===== config.mk =====
export PLATFORM = sky130hd
export DESIGN_NAME = paddle_quadrature_decoder
export DESIGN_NICKNAME = d
export VERILOG_FILES = /design/src/rtl/qdec_pkg.sv /design/src/rtl/qdec_glitch_filter.sv /design/src/rtl/paddle_quadrature_decoder.sv
export SDC_FILE = /design/constraint.sdc
export NUM_CORES = 1
export LEC_CHECK = 0
export CORE_UTILIZATION = 48
export DETAILED_ROUTE_END_ITERATION = 10
export PLACE_DENSITY = 0.75
export SYNTH_ARGS = -nofsm -noshare
export SYNTH_HDL_FRONTEND = slang
export SYNTH_SLANG_ARGS = --single-unit

===== constraint.sdc =====
create_clock -name CLOCK -period 3.61 [get_ports CLOCK]
set_input_delay 0.5415 -clock CLOCK [delete_from_list [all_inputs] [get_ports CLOCK]]
set_output_delay 0.5415 -clock CLOCK [all_outputs]
set_load 0.1 [all_outputs]

===== src/rtl/qdec_pkg.sv =====
// qdec_pkg: shared definitions for the paddle quadrature decoder.
//   phase_e     - Gray-coded {A,B} phase values PH_00, PH_01, PH_11, PH_10
//   dir_e       - decoded transition class DIR_NONE, DIR_UP, DIR_DOWN, DIR_ERR
//   step_phase  - forward/reverse neighbour of a phase
//   classify    - classifies a prev->cur phase transition
package qdec_pkg;

  typedef enum logic [1:0] {
    PH_00 = 2'b00,
    PH_01 = 2'b01,
    PH_11 = 2'b11,
    PH_10 = 2'b10
  } phase_e;

  typedef enum logic [1:0] {
    DIR_NONE = 2'd0,
    DIR_UP   = 2'd1,
    DIR_DOWN = 2'd2,
    DIR_ERR  = 2'd3
  } dir_e;

  // Forward order is 00 -> 01 -> 11 -> 10 -> 00; reverse is the opposite.
  function automatic logic [1:0] step_phase(input logic [1:0] ph, input logic fwd);
    logic [1:0] nxt;
    logic [1:0] prv;
    case (ph)
      PH_00:   begin nxt = PH_01; prv = PH_10; end
      PH_01:   begin nxt = PH_11; prv = PH_00; end
      PH_11:   begin nxt = PH_10; prv = PH_01; end
      default: begin nxt = PH_00; prv = PH_11; end
    endcase
    return fwd ? nxt : prv;
  endfunction

  function automatic dir_e classify(input logic [1:0] prev, input logic [1:0] cur);
    if (cur == prev)                       return DIR_NONE;
    else if (cur == step_phase(prev, 1'b1)) return DIR_UP;
    else if (cur == step_phase(prev, 1'b0)) return DIR_DOWN;
    else                                   return DIR_ERR;
  endfunction

endpackage


===== src/rtl/qdec_glitch_filter.sv =====
// qdec_glitch_filter: 2-flop synchronizer followed by a stable-count filter.
//   clk  - system clock
//   rst  - synchronous active-high reset (clears synchronizer, filter, count)
//   raw  - asynchronous input channel
//   filt - filtered channel; follows the synchronized value only after it has
//          differed from filt for DEBOUNCE_CYCLES consecutive cycles
module qdec_glitch_filter #(
  parameter int unsigned DEBOUNCE_CYCLES = 16
) (
  input  logic clk,
  input  logic rst,
  input  logic raw,
  output logic filt
);

  logic       sync1_q, sync1_d;
  logic       sync2_q, sync2_d;
  logic       filt_q,  filt_d;
  logic [7:0] cnt_q,   cnt_d;

  always_comb begin
    sync1_d = raw;
    sync2_d = sync1_q;
    filt_d  = filt_q;
    cnt_d   = '0;
    if (sync2_q != filt_q) begin
      // cnt_q holds the number of earlier consecutive differing cycles.
      if (cnt_q == 8'(DEBOUNCE_CYCLES - 1)) begin
        filt_d = sync2_q;
      end else begin
        cnt_d = cnt_q + 8'd1;
      end
    end
  end

  always_ff @(posedge clk) begin
    if (rst) begin
      sync1_q <= 1'b0;
      sync2_q <= 1'b0;
      filt_q  <= 1'b0;
      cnt_q   <= '0;
    end else begin
      sync1_q <= sync1_d;
      sync2_q <= sync2_d;
      filt_q  <= filt_d;
      cnt_q   <= cnt_d;
    end
  end

  assign filt = filt_q;

endmodule


===== src/rtl/paddle_quadrature_decoder.sv =====
// paddle_quadrature_decoder: quadrature encoder to bounded paddle position.
//   CLOCK, Reset          - clock, synchronous active-high reset
//   QuadA, QuadB          - raw asynchronous encoder channels
//   BeginPos, EndPos      - unsigned position limits
//   Load, LoadValue       - parallel load (clamped into the limits)
//   Position              - registered saturating position
//   StepUp, StepDown      - one-cycle decoded step pulses
//   AtLimit               - Position at either limit, or limits inverted
//   Error                 - one-cycle pulse when both filtered bits change
// Optional macro QDEC_DIV4_EN: one step per full detent (4 transitions).
module paddle_quadrature_decoder
  import qdec_pkg::*;
#(
  parameter int unsigned length          = 10,
  parameter int unsigned DEBOUNCE_CYCLES = 16
) (
  input  logic              CLOCK,
  input  logic              Reset,
  input  logic              QuadA,
  input  logic              QuadB,
  input  logic [length-1:0] BeginPos,
  input  logic [length-1:0] EndPos,
  input  logic              Load,
  input  logic [length-1:0] LoadValue,
  output logic [length-1:0] Position,
  output logic              StepUp,
  output logic              StepDown,
  output logic              AtLimit,
  output logic              Error
);

  logic filt_a, filt_b;

  qdec_glitch_filter #(.DEBOUNCE_CYCLES(DEBOUNCE_CYCLES)) u_filt_a (
    .clk(CLOCK), .rst(Reset), .raw(QuadA), .filt(filt_a)
  );

  qdec_glitch_filter #(.DEBOUNCE_CYCLES(DEBOUNCE_CYCLES)) u_filt_b (
    .clk(CLOCK), .rst(Reset), .raw(QuadB), .filt(filt_b)
  );

  logic [1:0]        prev_q,      prev_d;
  logic              primed_q,    primed_d;
  logic [length-1:0] pos_q,       pos_d;
  logic              step_up_q,   step_up_d;
  logic              step_down_q, step_down_d;
  logic              error_q,     error_d;
  dir_e              dir;
  logic              limits_bad;
`ifdef QDEC_DIV4_EN
  logic signed [2:0] sub_q,       sub_d;
`endif

  assign limits_bad = (BeginPos > EndPos);

  always_comb begin
    prev_d      = {filt_a, filt_b};
    primed_d    = 1'b1;
    dir         = DIR_NONE;
    step_up_d   = 1'b0;
    step_down_d = 1'b0;
    // The first cycle after reset only captures the pair.
    if (primed_q) dir = classify(prev_q, {filt_a, filt_b});
    error_d = (dir == DIR_ERR);
`ifdef QDEC_DIV4_EN
    // Sub-count holds -3..+3; the fourth like transition fires and rewinds.
    sub_d = sub_q;
    if (dir == DIR_UP) begin
      if (sub_q == 3'sd3) begin
        step_up_d = 1'b1;
        sub_d     = '0;
      end else begin
        sub_d = sub_q + 3'sd1;
      end
    end else if (dir == DIR_DOWN) begin
      if (sub_q == -3'sd3) begin
        step_down_d = 1'b1;
        sub_d       = '0;
      end else begin
        sub_d = sub_q - 3'sd1;
      end
    end
    if (Load) sub_d = '0;
`else
    step_up_d   = (dir == DIR_UP);
    step_down_d = (dir == DIR_DOWN);
`endif
    pos_d = pos_q;
    if (limits_bad) begin
      pos_d = BeginPos;
    end else if (Load) begin
      if (LoadValue < BeginPos)    pos_d = BeginPos;
      else if (LoadValue > EndPos) pos_d = EndPos;
      else                         pos_d = LoadValue;
    end else if (step_up_d && (pos_q < EndPos)) begin
      pos_d = pos_q + length'(1);
    end else if (step_down_d && (pos_q > BeginPos)) begin
      pos_d = pos_q - length'(1);
    end
  end

  always_ff @(posedge CLOCK) begin
    if (Reset) begin
      prev_q      <= '0;
      primed_q    <= 1'b0;
      pos_q       <= BeginPos;
      step_up_q   <= 1'b0;
      step_down_q <= 1'b0;
      error_q     <= 1'b0;
`ifdef QDEC_DIV4_EN
      sub_q       <= '0;
`endif
    end else begin
      prev_q      <= prev_d;
      primed_q    <= primed_d;
      pos_q       <= pos_d;
      step_up_q   <= step_up_d;
      step_down_q <= step_down_d;
      error_q     <= error_d;
`ifdef QDEC_DIV4_EN
      sub_q       <= sub_d;
`endif
    end
  end

  assign Position = pos_q;
  assign StepUp   = step_up_q;
  assign StepDown = step_down_q;
  assign Error    = error_q;
  assign AtLimit  = (pos_q == BeginPos) || (pos_q == EndPos) || limits_bad;

endmodule


# Yosys cells after proc, flatten, opt, wreduce, memory -nomap -nowiden
# Cells that the tools add are included.
[word_totals]
register_bits = 38
inputBits = 35
output_inout_bits = 14
wordCells = 68
[classes]
add_sub_neg = 4
magnitude_cmp = 5
n_eq_ne = 14
n_mux = 19
bitwise = 2
n_reduce_logical = 10
[ops]
columns = ["op", "count"]
rows = [
  ["2-to-1 mux 10 bit", 7],
  ["greater-than comparator 10 bit", 3],
  ["== test 10 bit", 2],
  ["less-than comparator 10 bit", 2],
  ["adder 8 x 1 -> 8 bit, second input constant", 2],
  ["== test 8 x 4 -> 1 bit, second input constant", 2],
  ["2-to-1 mux 2 bit", 8],
  ["one-hot mux 2 bit (3 select lines)", 2],
  ["adder 10 x 1 -> 10 bit, second input constant", 1],
  ["subtractor 10 x 1 -> 10 bit, second input constant", 1],
  ["== test 2 bit", 3],
  ["== test 2 bit, second input constant", 3],
  ["OR reduction 3 bit", 2],
  ["nonzero test 5 bit", 1],
  ["== test 2 x 1 -> 1 bit, second input constant", 2],
  ["AND reduction 2 bit", 2],
  ["logical AND 1 bit", 2],
  ["logical NOT 2 bit", 1],
  ["logical OR 1 bit", 2],
  ["2-to-1 mux 1 bit", 2],
  ["inequality test 1 bit", 2],
  ["NOT 1 bit", 2],
]

# Logic depth before layout (Yosys ltp)
[logic_depth]
ltp_word = 20
depth_mapped = 14
ltp_nobuf = 14

# Cells and area by module
# Synthesis repeated with hierarchy kept, for this count alone.
[hier_totals]
cells_unflattened = 373
hier_area_um2 = 3235.6
[modules_own_cells]
columns = ["mod", "n_inst", "cells_per_inst", "area_each_um2", "seq_area_each_um2"]
rows = [
  ["paddle_quadrature_decoder", 1, 273, 2337.2, 420.4],
  ["qdec_glitch_filter", 2, 50, 449.2, 220.2],
]

# Worst setup path after synthesis
# OpenSTA, ideal clock, no wires.
[synth_timing]
path_kind = "reg2reg"
from = "register pos_q[4] (netlist: Position[4])"
to = "register pos_q[9] (netlist: Position[9]), data pin"
setup_ps = 284
t_arrival_ps = 3648
required_time_ps = 3326
slack_ps = -322
stages_incl_launch_ff = 14
path_buffers = 1
synth_period_minus_slack_ps = 3932
path_cell_list = "edfxtp_1 -> ha_1 -> a21oi_1 -> a21boi_0 -> o31ai_1 -> nand2_1 -> ha_1 -> or2_2 -> clkbuf_1 -> a31o_2 -> a41o_1 -> a21oi_1 -> xor2_1 -> o221ai_1"
[synth_via]
elab_chain_cells = 6
elab_cells_between_ends = 9
classes_between = "2 x add/sub; 1 x order compare; 5 x mux; 1 x reduce/logical"
[synth_rtl]
columns = ["item", "line", "rtl"]
rows = [
  ["from (decl)", "paddle_quadrature_decoder.sv:44", "logic [length-1:0] pos_q, pos_d;"],
  ["from (signal assigned)", "paddle_quadrature_decoder.sv:106", "pos_q <= BeginPos;"],
  ["from (signal assigned)", "paddle_quadrature_decoder.sv:116", "pos_q <= pos_d;"],
  ["subtractor 10 x 1 -> 10 bit / less-than comparator 10 bit (equally long branches)", "paddle_quadrature_decoder.sv:98, paddle_quadrature_decoder.sv:95", ""],
  ["2-to-1 mux 10 bit / logical AND 1 bit (equally long branches)", "paddle_quadrature_decoder.sv:97, paddle_quadrature_decoder.sv:95", ""],
  ["2-to-1 mux 10 bit (*)", "paddle_quadrature_decoder.sv:95", "end else if (step_up_d && (pos_q < EndPos)) begin"],
  ["2-to-1 mux 10 bit (*)", "paddle_quadrature_decoder.sv:91", "end else if (Load) begin"],
  ["2-to-1 mux 10 bit (*)", "paddle_quadrature_decoder.sv:89", "if (limits_bad) begin"],
  ["2-to-1 mux 10 bit (*)", "paddle_quadrature_decoder.sv:103", "if (Reset) begin"],
]
# Mark *: on every way between the ends. The rest lies on a longest branch, timed or not. The select of a mux whose other input is x is not followed.
# A chain may end at the register's enable or synchronous reset.

# Worst setup path in the final report
[layout_timing]
from = "input port EndPos[1]"
to = "register pos_q[9] (netlist: Position[9]), data pin"
[layout_via]
elab_chain_cells = 6
elab_cells_between_ends = 10
classes_between = "3 x order compare; 6 x mux; 1 x reduce/logical"
[layout_rtl]
columns = ["item", "line", "rtl"]
rows = [
  ["from (decl)", "paddle_quadrature_decoder.sv:22", "input logic [length-1:0] EndPos,"],
  ["greater-than comparator 10 bit / less-than comparator 10 bit (equally long branches)", "paddle_quadrature_decoder.sv:93, paddle_quadrature_decoder.sv:95", ""],
  ["2-to-1 mux 10 bit / logical AND 1 bit (equally long branches)", "paddle_quadrature_decoder.sv:93, paddle_quadrature_decoder.sv:95", ""],
  ["2-to-1 mux 10 bit, on equally long branches", "paddle_quadrature_decoder.sv:92, paddle_quadrature_decoder.sv:95", ""],
  ["2-to-1 mux 10 bit", "paddle_quadrature_decoder.sv:91", ""],
  ["2-to-1 mux 10 bit (*)", "paddle_quadrature_decoder.sv:89", ""],
  ["2-to-1 mux 10 bit (*)", "paddle_quadrature_decoder.sv:103", ""],
]
# Mark *: on every way between the ends. The rest lies on a longest branch, timed or not.

==> flow_summary.ini <==
[grt]
antenna_found_initial = 0
grt_max_degree = 14
grt_util_all_layers_pct = 27.18
overflow = 0
grt_pass1_wl_um = 15180
grt_pass1_vias = 3207

[routing]
postRouteWirelength_um = 9367
routedWlPerCell_um = 17.71
drtPass1Iterations = 8
vias = 3186
drtIter0Drc = 189
viasPerCell = 6.023
post-route-drc-count = 10
ant_nets = 0

[floorplan]
coreArea_um2 = 6422
pin_count = 49
start_util_pct = 50.34
die_h_um = 84.07
fp.dieW_um = 84.07
dieArea_um2 = 7068
fp-row-count = 29

[critical_path]
reg2reg_from = Position[0]
critPathMaxFanout = 5
arrival_ns = 3.54
slowest_stage = clkdlybuf4s50_1
critPathMostFrequentCell = ha_4
worstPathRequired_ns = 3.64
path_cells = clkdlybuf4s50_1 > inv_1 > ha_4 > nand2b_4 > a21oi_4 > o31ai_4 > nand2_4 > buf_6 > ha_4 > or2_4 > a31o_4 > a41o_1 > a21oi_2 > xor2_1 > o221ai_1
cp_slowest_stage_delay_ns = 0.50
reg2reg_depth = 14
worstSetupStartpointType = primary input
reg2reg_slack_ns = 0.33
end_kind = flop
crit_start = EndPos[1]
worstSetupPathType = primary input to flop
reg2reg_to = Position[9]

[synthesis]
yosysSeqAreaShare_pct = 26.63
synthAdderAreaFrac_pct = 23.45
synthTopCellsByArea = ha_1 23%, dfxtp_1 17%, edfxtp_1 9.3%
synth.distinct_cells = 52
synth_top_cell_by_area = ha_1
synth_xor_area_share_pct = 5.960
synth-simple-area-share_pct = 16.95
synth_top_area_share_pct = 22.83
ys_ff_latch = 38
synthArstFlopShare_pct = 0
synth_mux_area_share_pct = 4.180
synth-main-ff-cell = dfxtp_1
synth_top_family_by_area = adder cells
yosysWarnings = 0
yosysMostFrequentCell = ha_1
synth.net_count = 456
synthCells = 361
synth_edf_count = 10
syn_area_um2 = 3233
synth_common_cells = 59 x ha_1, 36 x nor2_1, 34 x inv_1
synth-compound-area-share_pct = 18.03
avgSynthCellArea_um2 = 8.956

[cells_and_area]
fillers = 480
design_area_um2 = 4443
seq_area_um2 = 860.8
fin_util_pct = 69.18
multi_input_area_um2 = 2414
layout-drive-gt1-share_pct = 18.81
antennaDiodeCount = 0
synthToLayoutAreaGrowth_pct = 37.42
nets = 546

[placement]
postPlaceCellArea_um2 = 4163
routabilityCongestion = 0.9467
port_buffers = 48
hpwl_um = 7253
dp_slack_ns = -0.3589

[timing]
final_max_slew_viol_count = 0
post-route-min-period_ns = 3.510
slew_headroom_pct = 34.31
fin_crit_sh_pct = 97.23
fmax_mhz = 284.9
tns_ns = 0
finClkSkew_ns = 0.01113
setup_slack_ns = 0.1001
finalHoldViolCount = 0
worst_pin_slew_ns = 0.9822
finalSetupViolCount = 0

[min_path]
worstHoldStart = u_filt_b.cnt_q[0]
holdPathStages = 1
holdPathEnd = u_filt_b.cnt_q[0]
hold_path.class = flop to flop

[clock_tree]
ctsRootBufferMaster = clkbuf_8
cts_tree = built
cts_buffer_depth = 2
clock_latency_ns = 0.30
clk_pin_slew_ns = 0.07
hold_buffers = 0
clock_sinks = 38
htreeDepth = 2
numCtsBuffers = 5

[power]
power.density_nw_per_um2 = 400.7
vdd_ir_drop_max_v = 0.0003086
p_sw_uw = 680.7
pwr-share-comb_pct = 47.3
p_clk_share_pct = 24.6
leakagePower_uw = 0.001917
total_power_uw = 1780
p_seq_share_pct = 28.1
switching_share_pct = 38.24
p_int_uw = 1099

[run_status]
violations = design-rule violations
status = complete, but fails checks

[job]
cap_violations = 0
repair_timing:
item,in CTS,in global routing
gates cloned,1,0
gates resized for setup,2,19
setup buffers,0,2
pin swaps,1,10
endpoints found under the setup margin,3,5
cell type report:
type,instances,area share [%]
sequential,38,19.37
multi-input combinational,283,54.32
timing repair buffer,89,18.16
clock inverter,3,1.549
tap,77,2.168
clock buffer,5,1.549
inverter,34,2.872
power by group through the flow:
stage / Combinational (uW) / Clock (uW) / Sequential [uW]
3_3_place_gp: 762 / 0 / 506
2_1_floorplan: 366 / 0 / 651
5_1_grt: 905 / 461 / 503
4_1_cts: 793 / 448 / 496
3_5_place_dp: 782 / 0 / 505
6_report: 842 / 438 / 500
kinds of logic (layout without fill, tap and decap cells):
group | after synthesis | count (layout)
simple gates | 109 | 110
compound gates | 78 | 78
buf+inv | 41 | 131
xor+xnor | 22 | 22
fa+ha+maj | 60 | 60
flops | 38 | 38
mux | 13 | 13
layout by cell type (no fill, tap or decap), types with 5 or more instances in the layout:
master	netlist	final
ha_1	59	52
clkdlybuf4s50_1	0	45
buf_4	0	40
nor2_1	36	36
inv_1	34	33
dfxtp_1	28	28
o21ai_0	16	15
nand3_1	14	14
xor2_1	12	12
edfxtp_1	10	10
xnor2_1	10	10
nor3_1	11	10
nand2_1	10	9
nor2b_1	9	9
mux2i_1	9	9
nand4_1	7	7
a21oi_1	11	7
a211oi_1	7	7
ha_4	0	7
o21a_1	5	5
clkbuf_8	0	5
state kept, by name (all words and copies together), names as in the netlist, 2 cells and up:
signal          cells
u_filt_b.cnt_q      8
Position           10
u_filt_a.cnt_q      8
prev_q              2
how the worst max path moves through the flow:
stage	end
floorplan	Position[9]
global placement	Position[9]
detailed placement	Position[9]
CTS	Position[6]
global route	Position[9]
finish	Position[9]
layer usage:
| layer | GRT usage (%) | share of wire (%) | vias to the layer above |
|---|---|---|---|
| li1 | - | - | 1513 |
| met1 | 33.11 | 40 | 1496 |
| met2 | 46.94 | 49 | 146 |
| met3 | 4.649 | 7.4 | 31 |
| met4 | 11.76 | 3.5 | 0 |
| met5 | 0 | 0 | - |
through the flow:
| stage | hold slack (ns) | cells |
|---|---|---|
| 3_3_place_gp | 0.4240 | 518 |
| 2_1_floorplan | 0.4138 | 361 |
| 4_1_cts | 0.4554 | 527 |
| 5_1_grt | 0.4676 | 529 |
| 3_5_place_dp | 0.4343 | 518 |
| 6_report | 0.4451 | 529 |
worst max-delay path: cells and delay by family:
kind	cells	cell delay [ns]
compound gates	6	1.14
buf+inv	3	0.77
simple gates	3	0.48
fa+ha+maj	2	0.42
xor+xnor	1	0.18
(Power assumes the default switching activity.)
